File: src/rtl/vga_heatmap_display.sv
// vga_heatmap_display
//   VGA scan-out engine for the sensor heat-map path. Generates sync timing
//   from the 25 MHz pixel clock. It fetches one sample per displayed cell
//   from frame memory that has a fixed read latency, and maps each sample
//   to RGB through a colormap selected per frame.
//
//   Ports
//     i_clk_25M, i_rst      pixel clock, async active-high reset
//     i_start, i_stop       run control (start pulse, stop at end of frame)
//     i_mode[1:0]           colormap select, latched at frame start
//     i_data[DATA_W-1:0]    sample returned RD_LATENCY clocks after o_addr
//     o_addr, o_addr_valid  cell read address (combinational from counters)
//     o_VGA_*               DAC/connector signals
//     o_frame_done          high during the last clock of each frame
//     o_busy                high while scanning
//
//   State | meaning
//   IDLE  | counters held at 0, syncs high, colour black
//   RUN   | scanning frames continuously
//   STOP  | stop requested; finish the current frame then go IDLE
module vga_heatmap_display #(
  parameter int H_TOTAL    = 800,
  parameter int H_SYNC     = 96,
  parameter int V_TOTAL    = 525,
  parameter int V_SYNC     = 2,
  parameter int X_OFFSET   = 144,
  parameter int Y_OFFSET   = 35,
  parameter int PIX_COLS   = 80,
  parameter int PIX_ROWS   = 60,
  parameter int SCALE_LOG2 = 2,
  parameter int DATA_W     = 16,
  parameter int ADDR_W     = 20,
  parameter int RD_LATENCY = 1
) (
  input  logic              i_clk_25M,
  input  logic              i_rst,
  input  logic              i_start,
  input  logic              i_stop,
  input  logic [1:0]        i_mode,
  input  logic [DATA_W-1:0] i_data,
  output logic [ADDR_W-1:0] o_addr,
  output logic              o_addr_valid,
  output logic              o_VGA_CLK,
  output logic              o_VGA_HS,
  output logic              o_VGA_VS,
  output logic              o_VGA_BLANK_N,
  output logic              o_VGA_SYNC_N,
  output logic [7:0]        o_VGA_R,
  output logic [7:0]        o_VGA_G,
  output logic [7:0]        o_VGA_B,
  output logic              o_frame_done,
  output logic              o_busy
);

  localparam int H_W   = $clog2(H_TOTAL + 1);
  localparam int V_W   = $clog2(V_TOTAL + 1);
  localparam int WIN_W = PIX_COLS << SCALE_LOG2;
  localparam int WIN_H = PIX_ROWS << SCALE_LOG2;

  typedef enum logic [1:0] {IDLE, RUN, STOP} state_t;

  state_t           state;
  logic             stop_req;
  logic [1:0]       mode_q;
  logic [H_W-1:0]   h;
  logic [V_W-1:0]   v;
  logic             frame_end;
  logic             stop_next;

  assign frame_end = (state != IDLE) && (h == H_W'(H_TOTAL - 1)) && (v == V_W'(V_TOTAL - 1));
  // A start while a stop is pending cancels it; otherwise the request is sticky.
  assign stop_next = (stop_req && i_start) ? 1'b0 : (stop_req || i_stop);

  always_ff @(posedge i_clk_25M or posedge i_rst) begin
    if (i_rst) begin
      state    <= IDLE;
      stop_req <= 1'b0;
      mode_q   <= 2'd0;
      h        <= '0;
      v        <= '0;
    end else begin
      case (state)
        IDLE: begin
          h <= '0;
          v <= '0;
          if (i_start) begin
            state    <= i_stop ? STOP : RUN;
            stop_req <= i_stop;
            mode_q   <= i_mode;
          end
        end
        default: begin
          if (h == '0 && v == '0) mode_q <= i_mode;
          stop_req <= stop_next;
          state    <= stop_next ? STOP : RUN;
          if (h == H_W'(H_TOTAL - 1)) begin
            h <= '0;
            if (v == V_W'(V_TOTAL - 1)) v <= '0;
            else                         v <= v + V_W'(1);
          end else begin
            h <= h + H_W'(1);
          end
          if (frame_end && stop_next) begin
            state    <= IDLE;
            stop_req <= 1'b0;
          end
        end
      endcase
    end
  end

  assign o_frame_done = frame_end;
  assign o_busy       = (state != IDLE);

  // Stage 0: window decode and cell address straight from the counters.
  logic           in_win;
  logic [H_W-1:0] hx;
  logic [V_W-1:0] vy;
  logic [H_W-1:0] col;
  logic [V_W-1:0] row;
  logic           hs0;
  logic           vs0;
  logic           chk0;

  assign hx     = h - H_W'(X_OFFSET);
  assign vy     = v - V_W'(Y_OFFSET);
  assign col    = hx >> SCALE_LOG2;
  assign row    = vy >> SCALE_LOG2;
  assign in_win = (state != IDLE) &&
                  (h >= H_W'(X_OFFSET)) && (h < H_W'(X_OFFSET + WIN_W)) &&
                  (v >= V_W'(Y_OFFSET)) && (v < V_W'(Y_OFFSET + WIN_H));
  assign o_addr       = in_win ? (ADDR_W'(row) * ADDR_W'(PIX_COLS) + ADDR_W'(col)) : '0;
  assign o_addr_valid = in_win;
  assign hs0  = (state == IDLE) || (h >= H_W'(H_SYNC));
  assign vs0  = (state == IDLE) || (v >= V_W'(V_SYNC));
  assign chk0 = col[0] ^ row[0];

  // Syncs travel RD_LATENCY+1 stages; window/checker flags only RD_LATENCY,
  // because the RGB register supplies the final stage for colour.
  logic hs_pipe  [0:RD_LATENCY];
  logic vs_pipe  [0:RD_LATENCY];
  logic win_pipe [0:RD_LATENCY-1];
  logic chk_pipe [0:RD_LATENCY-1];

  logic       m;
  logic [7:0] s;
  logic [7:0] t;
  logic [7:0] r_c, g_c, b_c;
  logic       unused_data;

  assign m = i_data[DATA_W-1];
  assign s = i_data[DATA_W-2 -: 8];
  assign t = i_data[DATA_W-1 -: 8];
  assign unused_data = ^i_data;

  always_comb begin
    r_c = 8'd0;
    g_c = 8'd0;
    b_c = 8'd0;
    if (win_pipe[RD_LATENCY-1]) begin
      case (mode_q)
        2'd0: begin
          if (m) begin
            r_c = s;
            g_c = 8'd255 - s;
          end else begin
            g_c = s;
            b_c = 8'd255 - s;
          end
        end
        2'd1: begin
          r_c = t;
          g_c = t;
          b_c = t;
        end
        2'd2: begin
          r_c = t;
          // (t-128)<<1 for t>=128 is just the low 7 bits shifted up.
          g_c = t[7] ? {t[6:0], 1'b0} : 8'd0;
        end
        default: begin
          if (chk_pipe[RD_LATENCY-1]) begin
            r_c = 8'd255;
            g_c = 8'd255;
          end
          b_c = 8'd255;
        end
      endcase
    end
  end

  always_ff @(posedge i_clk_25M or posedge i_rst) begin
    if (i_rst) begin
      for (int i = 0; i <= RD_LATENCY; i++) begin
        hs_pipe[i] <= 1'b1;
        vs_pipe[i] <= 1'b1;
      end
      for (int i = 0; i < RD_LATENCY; i++) begin
        win_pipe[i] <= 1'b0;
        chk_pipe[i] <= 1'b0;
      end
      o_VGA_R <= 8'd0;
      o_VGA_G <= 8'd0;
      o_VGA_B <= 8'd0;
    end else begin
      hs_pipe[0]  <= hs0;
      vs_pipe[0]  <= vs0;
      win_pipe[0] <= in_win;
      chk_pipe[0] <= chk0;
      for (int i = 1; i <= RD_LATENCY; i++) begin
        hs_pipe[i] <= hs_pipe[i-1];
        vs_pipe[i] <= vs_pipe[i-1];
      end
      for (int i = 1; i < RD_LATENCY; i++) begin
        win_pipe[i] <= win_pipe[i-1];
        chk_pipe[i] <= chk_pipe[i-1];
      end
      o_VGA_R <= r_c;
      o_VGA_G <= g_c;
      o_VGA_B <= b_c;
    end
  end

  assign o_VGA_HS      = hs_pipe[RD_LATENCY];
  assign o_VGA_VS      = vs_pipe[RD_LATENCY];
  assign o_VGA_CLK     = i_clk_25M;
  assign o_VGA_BLANK_N = 1'b1;
  assign o_VGA_SYNC_N  = 1'b0;

endmodule

File: config.mk
export PLATFORM = sky130hd
export DESIGN_NAME = vga_heatmap_display
export DESIGN_NICKNAME = d
export VERILOG_FILES = /design/src/rtl/vga_heatmap_display.sv
export SDC_FILE = /design/constraint.sdc
export NUM_CORES = 1
export LEC_CHECK = 0
export BUFFER_PORTS_ARGS = -buffer_cell sky130_fd_sc_hd__buf_4
export CELL_PAD_IN_SITES_DETAIL_PLACEMENT = 1
export CELL_PAD_IN_SITES_GLOBAL_PLACEMENT = 1
export CORE_MARGIN = 2
export CORE_UTILIZATION = 46
export CTS_CLUSTER_SIZE = 16
export DETAILED_ROUTE_END_ITERATION = 12
export PLACE_DENSITY_LB_ADDON = 0.1
export SLEW_MARGIN = 30
export SYNTH_ARGS = -nofsm -noshare
export SYNTH_HDL_FRONTEND = slang
export SYNTH_SLANG_ARGS = --single-unit
File: constraint.sdc
create_clock -name i_clk_25M -period 9.6 [get_ports i_clk_25M]
set_input_delay 0.48 -clock i_clk_25M [delete_from_list [all_inputs] [get_ports i_clk_25M]]
set_output_delay 0.48 -clock i_clk_25M [all_outputs]
set_load 0.01 [all_outputs]
# Word-level counts from Yosys, hierarchy flattened

Cells that the tools add are included.

Logic and storage cells: 83
Output and inout port bits: 52
Register bits: 55

Eq/ne operators: 5
Mux-type cells: 29
Add/sub/neg operators: 6
Order comparisons: 6
Bitwise gates (word level): 1
Reduce and logical (&&, ||, !) cells: 21
Multiply operators: 1

Operators by type and width:

| operator                                                               | count |
|---|---|
| 8-bit two-way mux                                                      | 8 |
| 10-bit two-way mux                                                     | 5 |
| 8-bit case mux with 3 select lines                                     | 2 |
| 10-bit by 1-bit adder with 10-bit output, second input constant        | 2 |
| 10-bit == test, second input constant                                  | 2 |
| 10-bit zero test                                                       | 2 |
| 10-bit by 9-bit < comparator with 1-bit output, second input constant  | 2 |
| 15-bit by 8-bit adder with 16-bit output                               | 1 |
| 16-bit two-way mux                                                     | 1 |
| 2-bit two-way mux                                                      | 8 |
| 8-bit case mux with 2 select lines                                     | 1 |
| 8-bit by 3-bit multiplier with 11-bit output, second input constant    | 1 |
| 10-bit by 2-bit >= comparator with 1-bit output, second input constant | 1 |
| 10-bit by 6-bit >= comparator with 1-bit output, second input constant | 1 |
| 10-bit by 7-bit >= comparator with 1-bit output, second input constant | 1 |
| 10-bit by 8-bit >= comparator with 1-bit output, second input constant | 1 |
| 10-bit by 6-bit subtractor with 10-bit output, second input constant   | 1 |
| 10-bit by 8-bit subtractor with 10-bit output, second input constant   | 1 |
| 1-bit logical AND                                                      | 9 |
| 8-bit subtractor, first input constant                                 | 1 |
| 2-bit nonzero test                                                     | 3 |
| 2-bit zero test                                                        | 2 |
| 1-bit two-way mux                                                      | 4 |
| 1-bit logical OR                                                       | 3 |
| other kinds (6)                                                        | 6 |

# Logic depth before layout (Yosys ltp)

Depth in word-level cells: 6
Depth in mapped cells: 13
Mapped depth without buffers: 12

==> flow_summary.yaml <==
synth:
  ys_top_cells_by_area: "dfrtp_1 (31%), ha_1 (14%), xnor2_1 (4.4%)"
  synth_ff_type: "dfrtp_1"
  yosysMostFrequentCell: "dfrtp_1"
  syn_area_um2: 3980
  netlist_top_cells_count: "dfrtp_1 (50), ha_1 (43), inv_1 (36), nor2_1 (35), a21oi_1 (31)"
  synth_seq_area_share_pct: 34.0
  synthDominantCellAreaShare_pct: 31.4
  synth_edf_count: 0
  ys_seq_elements: 54
  yosys.area.top_type: "dfrtp_1"
  yosysWarnings: 0
  synth-async-reset-ratio_pct: 100
  syn_area_per_cell_um2: 9.14
  synth_cells: 436
  synth_cell_types: 65
clock_tree:
  clk_pin_slew_ps: 100
  cts_setup_buffers: 0
  cts.hold.buffers_added: 0
  clk_latency_ps: 420
  cts_resized: 0
  cts_tree: "yes"
final_layout:
  register_area_um2: 1360
  n_antenna_cell: 0
  num-fill-cells: 985
  nets: 547
  multi_input_area_um2: 2340
  syn_to_final_growth_pct: 14.7
  drive_above_1_share_pct: 20.4
floorplanning:
  rows: 33
  core_area_um2: 8300
  die_h_um: 97.1
  ios: 74
  start_util_pct: 48.0
  dieWidth_um: 97.1
  die_area_um2: 9420
place:
  place_worst_setup_slack_ps: 4200
  dp_hpwl_mm: 7.98
  io_buffers: 59
  gp_congestion: 0.815
grt:
  grt_use_total_pct: 23.5
  antenna_found_initial: 0
  grt_pass1_wl_mm: 18.2
  first_global_vias: 3589
  grt.overflow.total: 0
  grt_max_degree: 55
setup_path:
  crit_path_end_kind: "output port"
  required_ps: 9120
  reg2reg_to: "win_pipe$_DFF_PP0_"
  worstPathMaxFanout: 2
  reg2regPathDepth: 6
  worstSetupPathType: "clk -> out"
  r2r_slack_ps: 6620
  start_kind: "clock port"
  worstPathArrival_ps: 5150
  timing.rr.start: "v[0]$_DFFE_PP0P_"
route:
  viasPerCell: 5.71
  wire_per_inst_um: 18.1
  post-route-drc-count: 0
  vias: 3348
  drtPass1Iterations: 4
  drt_iter0_drc: 134
  totalWireLength_mm: 10.6
  ant_nets: 0
timing:
  finalSetupViolCount: 0
  finalWorstSetupSlack_ps: 3970
  slew_headroom_pct: 37.8
  tightest_slew_ps: 933
  rsz0062_at_grt: "no"
  fin_skew_ps: 11.9
  drv_slew: 0
  finalHoldViolations: 0
  setup_tns_ps: 0
power_and_ir_drop:
  peakVddDrop_mv: 0.134
  leakagePower_nw: 2.24
  p_per_area_nw_per_um2: 149
hold_path:
  hold_path.class: "in -> async"
outcome:
  status: "complete, no violations"
job:
  drv_cap: 0
[cell type report]
cell class	instances	area share [%]
Clock buffer	10	2.88
Clock inverter	2	0.849
Inverter	36	3.01
Multi-Input combinational cell	321	51.2
Sequential cell	54	29.7
Tap cell	105	2.88
Timing Repair Buffer	58	9.53
[state kept, by name (all words and copies together), names as in the netlist]
signal / count
h: 10
v: 10
o_VGA_B: 8
o_VGA_G: 8
o_VGA_R: 8
mode_q: 2
state: 2
chk_pipe: 1
hs_pipe: 1
o_VGA_HS: 1
o_VGA_VS: 1
vs_pipe: 1
win_pipe: 1
[through the flow]
stage	cells	power [W]	hold slack, ps	cell area [um^2]	utilization (%)
detailed placement	575	0.000481	352	4400	53.0
CTS	586	0.000684	192	4560	55.0
global placement	575	0.000467	346	4390	52.9
floorplan	441	0.000420	345	4000	-
finish	586	0.000681	161	4570	55.0
global route	586	0.000725	208	4570	55.0
[report_power, final]
part / switching (W) / total, W / internal, W
Combinational: 0.000132 / 0.000206 / 0.0000735
Clock: 0.0000910 / 0.000209 / 0.000118
Sequential: 0.0000172 / 0.000266 / 0.000249
[layout by cell type, fill, tap and decap left out, drive strengths merged, types with 5 or more instances in the layout]
master  netlist  routed
nand2        27      27
dfrtp        50      50
nand4         6       6
or3           6       6
conb          2       7
nor4          5       5
clkbuf       12       9
o21ai        16      16
a21boi        9       9
inv          36      37
a221oi        8       8
nor2         44      44
buf          18      59
nand3         5       5
xor2         12      12
nor3          8       8
a22oi         7       7
a21o          6       6
and3          7       7
a21oi        31      31
xnor2        20      20
ha           43      43
[routing by layer]
layer | up-vias | track usage, % | share of wire (%) | routed length [um]
met3 | 9 | 3.67 | 3.8 | 404
met1 | 1667 | 31.1 | 46 | 4860
li1 | 1588 | - | - | -
met5 | - | 0 | 0 | 0
met2 | 84 | 39.5 | 49 | 5170
met4 | 0 | 7.58 | 1.4 | 147
[kinds of logic (layout without fill, tap and decap cells)]
group | count (synthesis) | in the layout | share of synthesized area (%)
buf+inv | 66 | 106 | 8.01
flops | 54 | 54 | 34.0
other cells | 2 | 7 | 0.189
compound gates | 104 | 104 | 17.8
xor+xnor | 32 | 32 | 7.04
simple gates | 130 | 130 | 17.6
fa+ha+maj | 45 | 45 | 14.5
mux | 3 | 3 | 0.817
[how the worst max path moves through the flow]
stage                          from   endpoint  slack, ps  cells past startpoint
final                     i_clk_25M  o_VGA_CLK       3970                      3
after global routing      i_clk_25M  o_VGA_CLK       3950                      3
after CTS                 i_clk_25M  o_VGA_CLK       3960                      3
after detailed placement  i_clk_25M  o_VGA_CLK       4200                      1
after global placement    i_clk_25M  o_VGA_CLK       4200                      1
after floorplan           i_clk_25M  o_VGA_CLK       4200                      1
[critical path, cell delays in order]
cell and delay (ps):
clkbuf_8 110, clkbuf_8 110, buf_4 130
(Power assumes the default switching activity.)
